===== config.mk =====
export PLATFORM = sky130hd
export DESIGN_NAME = burst_reorder_buffer
export DESIGN_NICKNAME = d
export VERILOG_FILES = /design/src/rtl/burst_reorder_buffer.sv
export SDC_FILE = /design/constraint.sdc
export NUM_CORES = 1
export LEC_CHECK = 0
export CORE_UTILIZATION = 40
export CTS_BUF_LIST = sky130_fd_sc_hd__clkbuf_2 sky130_fd_sc_hd__clkbuf_4 sky130_fd_sc_hd__clkbuf_8
export DETAILED_ROUTE_END_ITERATION = 8
export PLACE_DENSITY = 0.66
export SLEW_MARGIN = 20
export SYNTH_ARGS = -nofsm -noshare
export SYNTH_HDL_FRONTEND = slang
export SYNTH_SLANG_ARGS = --single-unit

===== constraint.sdc =====
create_clock -name clk -period 5.2 [get_ports clk]
set_input_delay 1.3 -clock clk [delete_from_list [all_inputs] [get_ports clk]]
set_output_delay 1.3 -clock clk [all_outputs]
set_load 0.05 [all_outputs]

===== src/rtl/burst_reorder_buffer.sv =====
// burst_reorder_buffer: accepts in-order AXI-style read bursts, forwards them
// downstream tagged with a slot index, collects out-of-order R beats per slot
// and streams them back upstream in AR order with the original ID.
module burst_reorder_buffer #(
    parameter  int DATA_WIDTH = 8,
    parameter  int ID_WIDTH   = 4,
    parameter  int DEPTH      = 8,
    parameter  int MAX_LEN    = 4,
    localparam int SLOT_W     = $clog2(DEPTH),
    localparam int LEN_W      = $clog2(MAX_LEN)
) (
    input  logic                  clk,
    input  logic                  rst_n,
    input  logic [ID_WIDTH-1:0]   s_arid_i,
    input  logic [LEN_W-1:0]      s_arlen_i,
    input  logic                  s_arvalid_i,
    output logic                  s_arready_o,
    output logic [DATA_WIDTH-1:0] s_rdata_o,
    output logic [ID_WIDTH-1:0]   s_rid_o,
    output logic                  s_rlast_o,
    output logic                  s_rvalid_o,
    input  logic                  s_rready_i,
    output logic [SLOT_W-1:0]     m_arid_o,
    output logic [LEN_W-1:0]      m_arlen_o,
    output logic                  m_arvalid_o,
    input  logic                  m_arready_i,
    input  logic [DATA_WIDTH-1:0] m_rdata_i,
    input  logic [SLOT_W-1:0]     m_rid_i,
    input  logic                  m_rlast_i,
    input  logic                  m_rvalid_i,
    output logic                  m_rready_o,
    output logic                  protocol_err_o
);

    logic [SLOT_W-1:0]     head;
    logic [SLOT_W-1:0]     tail;
    logic [SLOT_W:0]       count;
    logic [LEN_W-1:0]      rd_cnt;
    logic [DEPTH-1:0]      alloc;
    logic [DEPTH-1:0]      closed;
    logic [ID_WIDTH-1:0]   slot_id  [DEPTH];
    logic [LEN_W-1:0]      slot_len [DEPTH];
    logic [LEN_W:0]        wr_cnt   [DEPTH];
    logic [DATA_WIDTH-1:0] data_mem [DEPTH*MAX_LEN];

    logic             full;
    logic             ar_fire;
    logic             r_fire;
    logic             r_ok;
    logic [LEN_W-1:0] r_idx;
    logic             rd_fire;
    logic             rd_done;

    // Handshake decode and combinational outputs; rst_n gates the ready/valid
    // terms so they read 0 while reset is held.
    always_comb begin
        full        = (count == (SLOT_W+1)'(DEPTH));
        m_arvalid_o = rst_n & s_arvalid_i & ~full;
        s_arready_o = rst_n & m_arready_i & ~full;
        m_arid_o    = tail;
        m_arlen_o   = s_arlen_i;
        m_rready_o  = rst_n;

        ar_fire = s_arvalid_i & s_arready_o;
        r_fire  = m_rvalid_i & m_rready_o;
        r_ok    = alloc[m_rid_i] & ~closed[m_rid_i];
        r_idx   = wr_cnt[m_rid_i][LEN_W-1:0];

        s_rvalid_o = alloc[head] & ({1'b0, rd_cnt} < wr_cnt[head]);
        s_rid_o    = slot_id[head];
        s_rdata_o  = s_rvalid_o ? data_mem[{head, rd_cnt}] : '0;
        s_rlast_o  = s_rvalid_o & (rd_cnt == slot_len[head]);

        rd_fire = s_rvalid_o & s_rready_i;
        rd_done = rd_fire & s_rlast_o;
    end

    // Slot bookkeeping, pointers, occupancy and the sticky error flag.
    always_ff @(posedge clk or negedge rst_n) begin
        if (!rst_n) begin
            head           <= '0;
            tail           <= '0;
            count          <= '0;
            rd_cnt         <= '0;
            alloc          <= '0;
            closed         <= '0;
            protocol_err_o <= 1'b0;
            for (int unsigned i = 0; i < DEPTH; i++) begin
                slot_id[i]  <= '0;
                slot_len[i] <= '0;
                wr_cnt[i]   <= '0;
            end
        end else begin
            // Ingress: an accepted beat only ever targets an allocated, open
            // slot, which can be neither the slot being freed nor the one
            // being allocated this cycle, so the updates below never collide.
            if (r_fire) begin
                if (r_ok) begin
                    wr_cnt[m_rid_i] <= wr_cnt[m_rid_i] + (LEN_W+1)'(1);
                    if (m_rlast_i || (r_idx == slot_len[m_rid_i])) begin
                        closed[m_rid_i]   <= 1'b1;
                        slot_len[m_rid_i] <= r_idx;
                    end
                end else begin
                    protocol_err_o <= 1'b1;
                end
            end

            if (rd_fire) begin
                if (s_rlast_o) begin
                    alloc[head] <= 1'b0;
                    head        <= head + SLOT_W'(1);
                    rd_cnt      <= '0;
                end else begin
                    rd_cnt <= rd_cnt + LEN_W'(1);
                end
            end

            if (ar_fire) begin
                alloc[tail]    <= 1'b1;
                closed[tail]   <= 1'b0;
                slot_id[tail]  <= s_arid_i;
                slot_len[tail] <= s_arlen_i;
                wr_cnt[tail]   <= '0;
                tail           <= tail + SLOT_W'(1);
            end

            case ({ar_fire, rd_done})
                2'b10:   count <= count + (SLOT_W+1)'(1);
                2'b01:   count <= count - (SLOT_W+1)'(1);
                default: count <= count;
            endcase
        end
    end

    // Beat storage, deliberately left unreset.
    always_ff @(posedge clk) begin
        if (r_fire && r_ok) begin
            data_mem[{m_rid_i, r_idx}] <= m_rdata_i;
        end
    end

endmodule


==> metrics.txt <==
fin. max-slew vios 0; filler cell count 3391; Starting DRT DRC Count 957; Worst Path Arrival 3.63 ns; area of the die 0.04019 mm^2; Synth Area in Simple Gates 8.742%; Final Cycle Share 94.76%; Synthesized Nets 1055; Rows 72; initial antenna violation count 1; Crit Path Class flip-flop to output pin; number of hold violations in the final report 0; CTS H-tree depth 2; gr usage total 20.00%; Inserted Diodes 0; chip height 200.5 um; post-synthesis adder-cell area fraction 0.7146%; via count 9398; pwr/cell area 524.2 mW/mm^2; total negative slack 0 ns; Tmin final 4.928 ns; status finished clean; CTS Root Buffer Type clkbuf_8; Max Cap Viol 0; Syn Inst Count 1022; CP endpoint kind output pin; P&R area growth vs syn 14.09%; Distinct cells, synth 68; Worst Skew 0.04048 ns; FF+latch area 0.01022 mm^2; via/cell ratio 5.675; Multi-input gate area 0.005200 mm^2; maximum clock path buffer count 3; Fin Hold WS 0.4655 ns; Crit Path Max Fanout 21; most frequent cells in the layout edfxtp_1, dfrtp_1, mux4_2, nor2_1, clkbuf_8; share of cells above drive strength 1 25.48%; share of flip-flops with an asynchronous set or reset 28.29%; drt pass-1 iters 5; HP Class flip-flop to flip-flop; Buffers on Ports 46; RSZ-0062 raised after global routing false; startpoint types flip-flop; Die Span X 200.5 um; peak supply drop 570.7 uV; Post-synth EDFFs 256; post-synthesis mux area share 16.23%; antenna-violating nets left 0; Clock transition at path regs 0.06 ns; commonest non-fill, non-tap cell in the layout edfxtp_1; Max transition margin 41.36%; CTS tree built; largest family of logic cells by synthesized area multiplexers; grt total ovfl 0; Synth Area in Compound Gates 6.487%; via count of the first global-routing pass 9658; # IOs 47; Nets 1130; Leak Pwr 6.391 nW; syn_area_per_cell 15.42 um^2; clock sink count 357; Fmax 0.2029 GHz; post-synthesis xor/xnor area fraction 0.5558%; Mapped Area 0.01576 mm^2; Yosys warning count 0; WP data required 3.90 ns; Initial Util 40.68%; Num CTS Buffers 55; actual slew at the worst max-slew pin 0.8764 ns; clock latency on the worst-skew pair 0.63 ns; routed len/inst 24.03 um; largest net degree at the start of global routing 68; core area 0.03874 mm^2; ys flop type edfxtp_1; DRC 0; register bit count reported by yosys 357; sequential cell area fraction in the yosys report 64.82%; first-pass GRT wire length 60810 um; final setup fails 0; total length of routed wires 39790 um; Post-DP HPWL 26020 um; gpl congestion 0.9073
## cell families after synthesis
| group | after synthesis |
|---|---|
| AO/OA/AOI/OAI | 148 |
| XOR/XNOR | 10 |
| adder cells (fa/ha/maj) | 9 |
| buffers and inverters | 86 |
| flip-flops | 357 |
| multiplexers | 156 |
| AND/OR/NAND/NOR | 256 |
## worst max-delay path: stages (launching register included)
cell and delay (ns):
dfrtp_2 0.55, buf_4 0.28, nand2b_1 0.44, o22ai_1 0.14, a211oi_1 0.53, xnor2_1 0.21, or2_2 0.35, nor2_1 0.26
buf_4 0.26
## metrics by stage
stage               setup slack [ns]  utilization, %  cells  cell area [um^2]  total power [mW]
finish                        0.2723           46.41   1656             17980             9.425
floorplan                     0.4152               -   1022             15770             5.993
CTS                          0.06761           46.41   1656             17980             9.461
global placement              0.5562           43.65   1558             16910             7.096
detailed placement            0.5201           43.65   1558             16910             7.135
global route                  0.1573           46.41   1656             17980             9.843
## synthesized netlist by cell type (5+ instances only)
| master | number | area share [%] |
|---|---|---|
| clkbuf_1 | 32 | 0.76 |
| nor3_1 | 9 | 0.29 |
| buf_4 | 5 | 0.24 |
| mux4_2 | 76 | 11 |
| nor2_1 | 68 | 1.6 |
| a21oi_1 | 14 | 0.44 |
| inv_1 | 9 | 0.21 |
| nor3b_1 | 5 | 0.24 |
| o21ai_1 | 16 | 0.51 |
| nand3_1 | 13 | 0.41 |
| buf_1 | 10 | 0.24 |
| a21o_1 | 5 | 0.24 |
| o22ai_1 | 29 | 1.2 |
| o31ai_1 | 6 | 0.29 |
| mux2_1 | 8 | 0.57 |
| and2_1 | 40 | 1.6 |
| mux2_2 | 28 | 2.0 |
| buf_2 | 24 | 0.76 |
| mux2i_1 | 44 | 2.8 |
| a221oi_1 | 7 | 0.39 |
| nand2b_1 | 14 | 0.56 |
| and3_1 | 14 | 0.56 |
| nand2_1 | 45 | 1.1 |
| nor2_2 | 8 | 0.32 |
| edfxtp_1 | 256 | 49 |
| o221ai_1 | 14 | 0.78 |
| nor2b_1 | 12 | 0.48 |
| ha_1 | 9 | 0.71 |
| dfrtp_1 | 101 | 16 |
| a211oi_1 | 5 | 0.24 |
| o21ai_0 | 27 | 0.86 |
| xnor2_1 | 9 | 0.50 |
## path summary, 6_finish.rpt
check / start / endpoint / slack, ns / cells past startpoint
max: head[0]$_DFFE_PN0P_ / s_rlast_o / 0.27 / 8
min: count[3]$_DFFE_PN0P_ / count[3]$_DFFE_PN0P_ / 0.47 / 1
max reg2reg: head[0]$_DFFE_PN0P_ / count[2]$_DFFE_PN0P_ / 0.98 / 13
min reg2reg: count[3]$_DFFE_PN0P_ / count[3]$_DFFE_PN0P_ / 0.47 / 1
max in group asynchronous: rst_n / head[2]$_DFFE_PN0P_ / 3.19 / 3
min in group asynchronous: rst_n / wr_cnt[5]$_DFF_PN0_ / 0.56 / 1
## layer usage
layer	track usage, %	share of wire (%)	vias to the layer above
met5	0	0	-
met4	6.897	2.7	0
met3	3.571	6.6	83
met2	30.61	46	381
met1	28.85	44	4818
li1	-	-	4116
## state kept, by name (all words and copies together), names as in the netlist
name / cells
closed: 8
slot_len: 16
protocol_err_o: 1
rd_cnt: 2
m_arid_o: 3
wr_cnt: 24
data_mem: 256
count: 4
alloc: 8
slot_id: 32
head: 3
## where the power goes
group / internal (mW) / leakage, nW / switching (mW)
Sequential: 3.41 / 3.59 / 0.384
Clock: 1.19 / 0.578 / 1.12
Combinational: 1.36 / 2.23 / 1.96
## area by class of cell
class / count / share of cell area [%]
sequential: 357 / 56.85
multi-input combinational: 579 / 28.92
clock buffer: 79 / 5.351
timing repair buffer: 91 / 4.398
tap: 518 / 3.605
clock inverter: 19 / 0.5985
inverter: 13 / 0.2714
## what timing repair did
item,CTS,global route
endpoints found under the setup margin,0,6
hold buffers,0,0
setup buffers,0,0
gates resized for setup,0,1
Power figures use the tool's default switching activity.
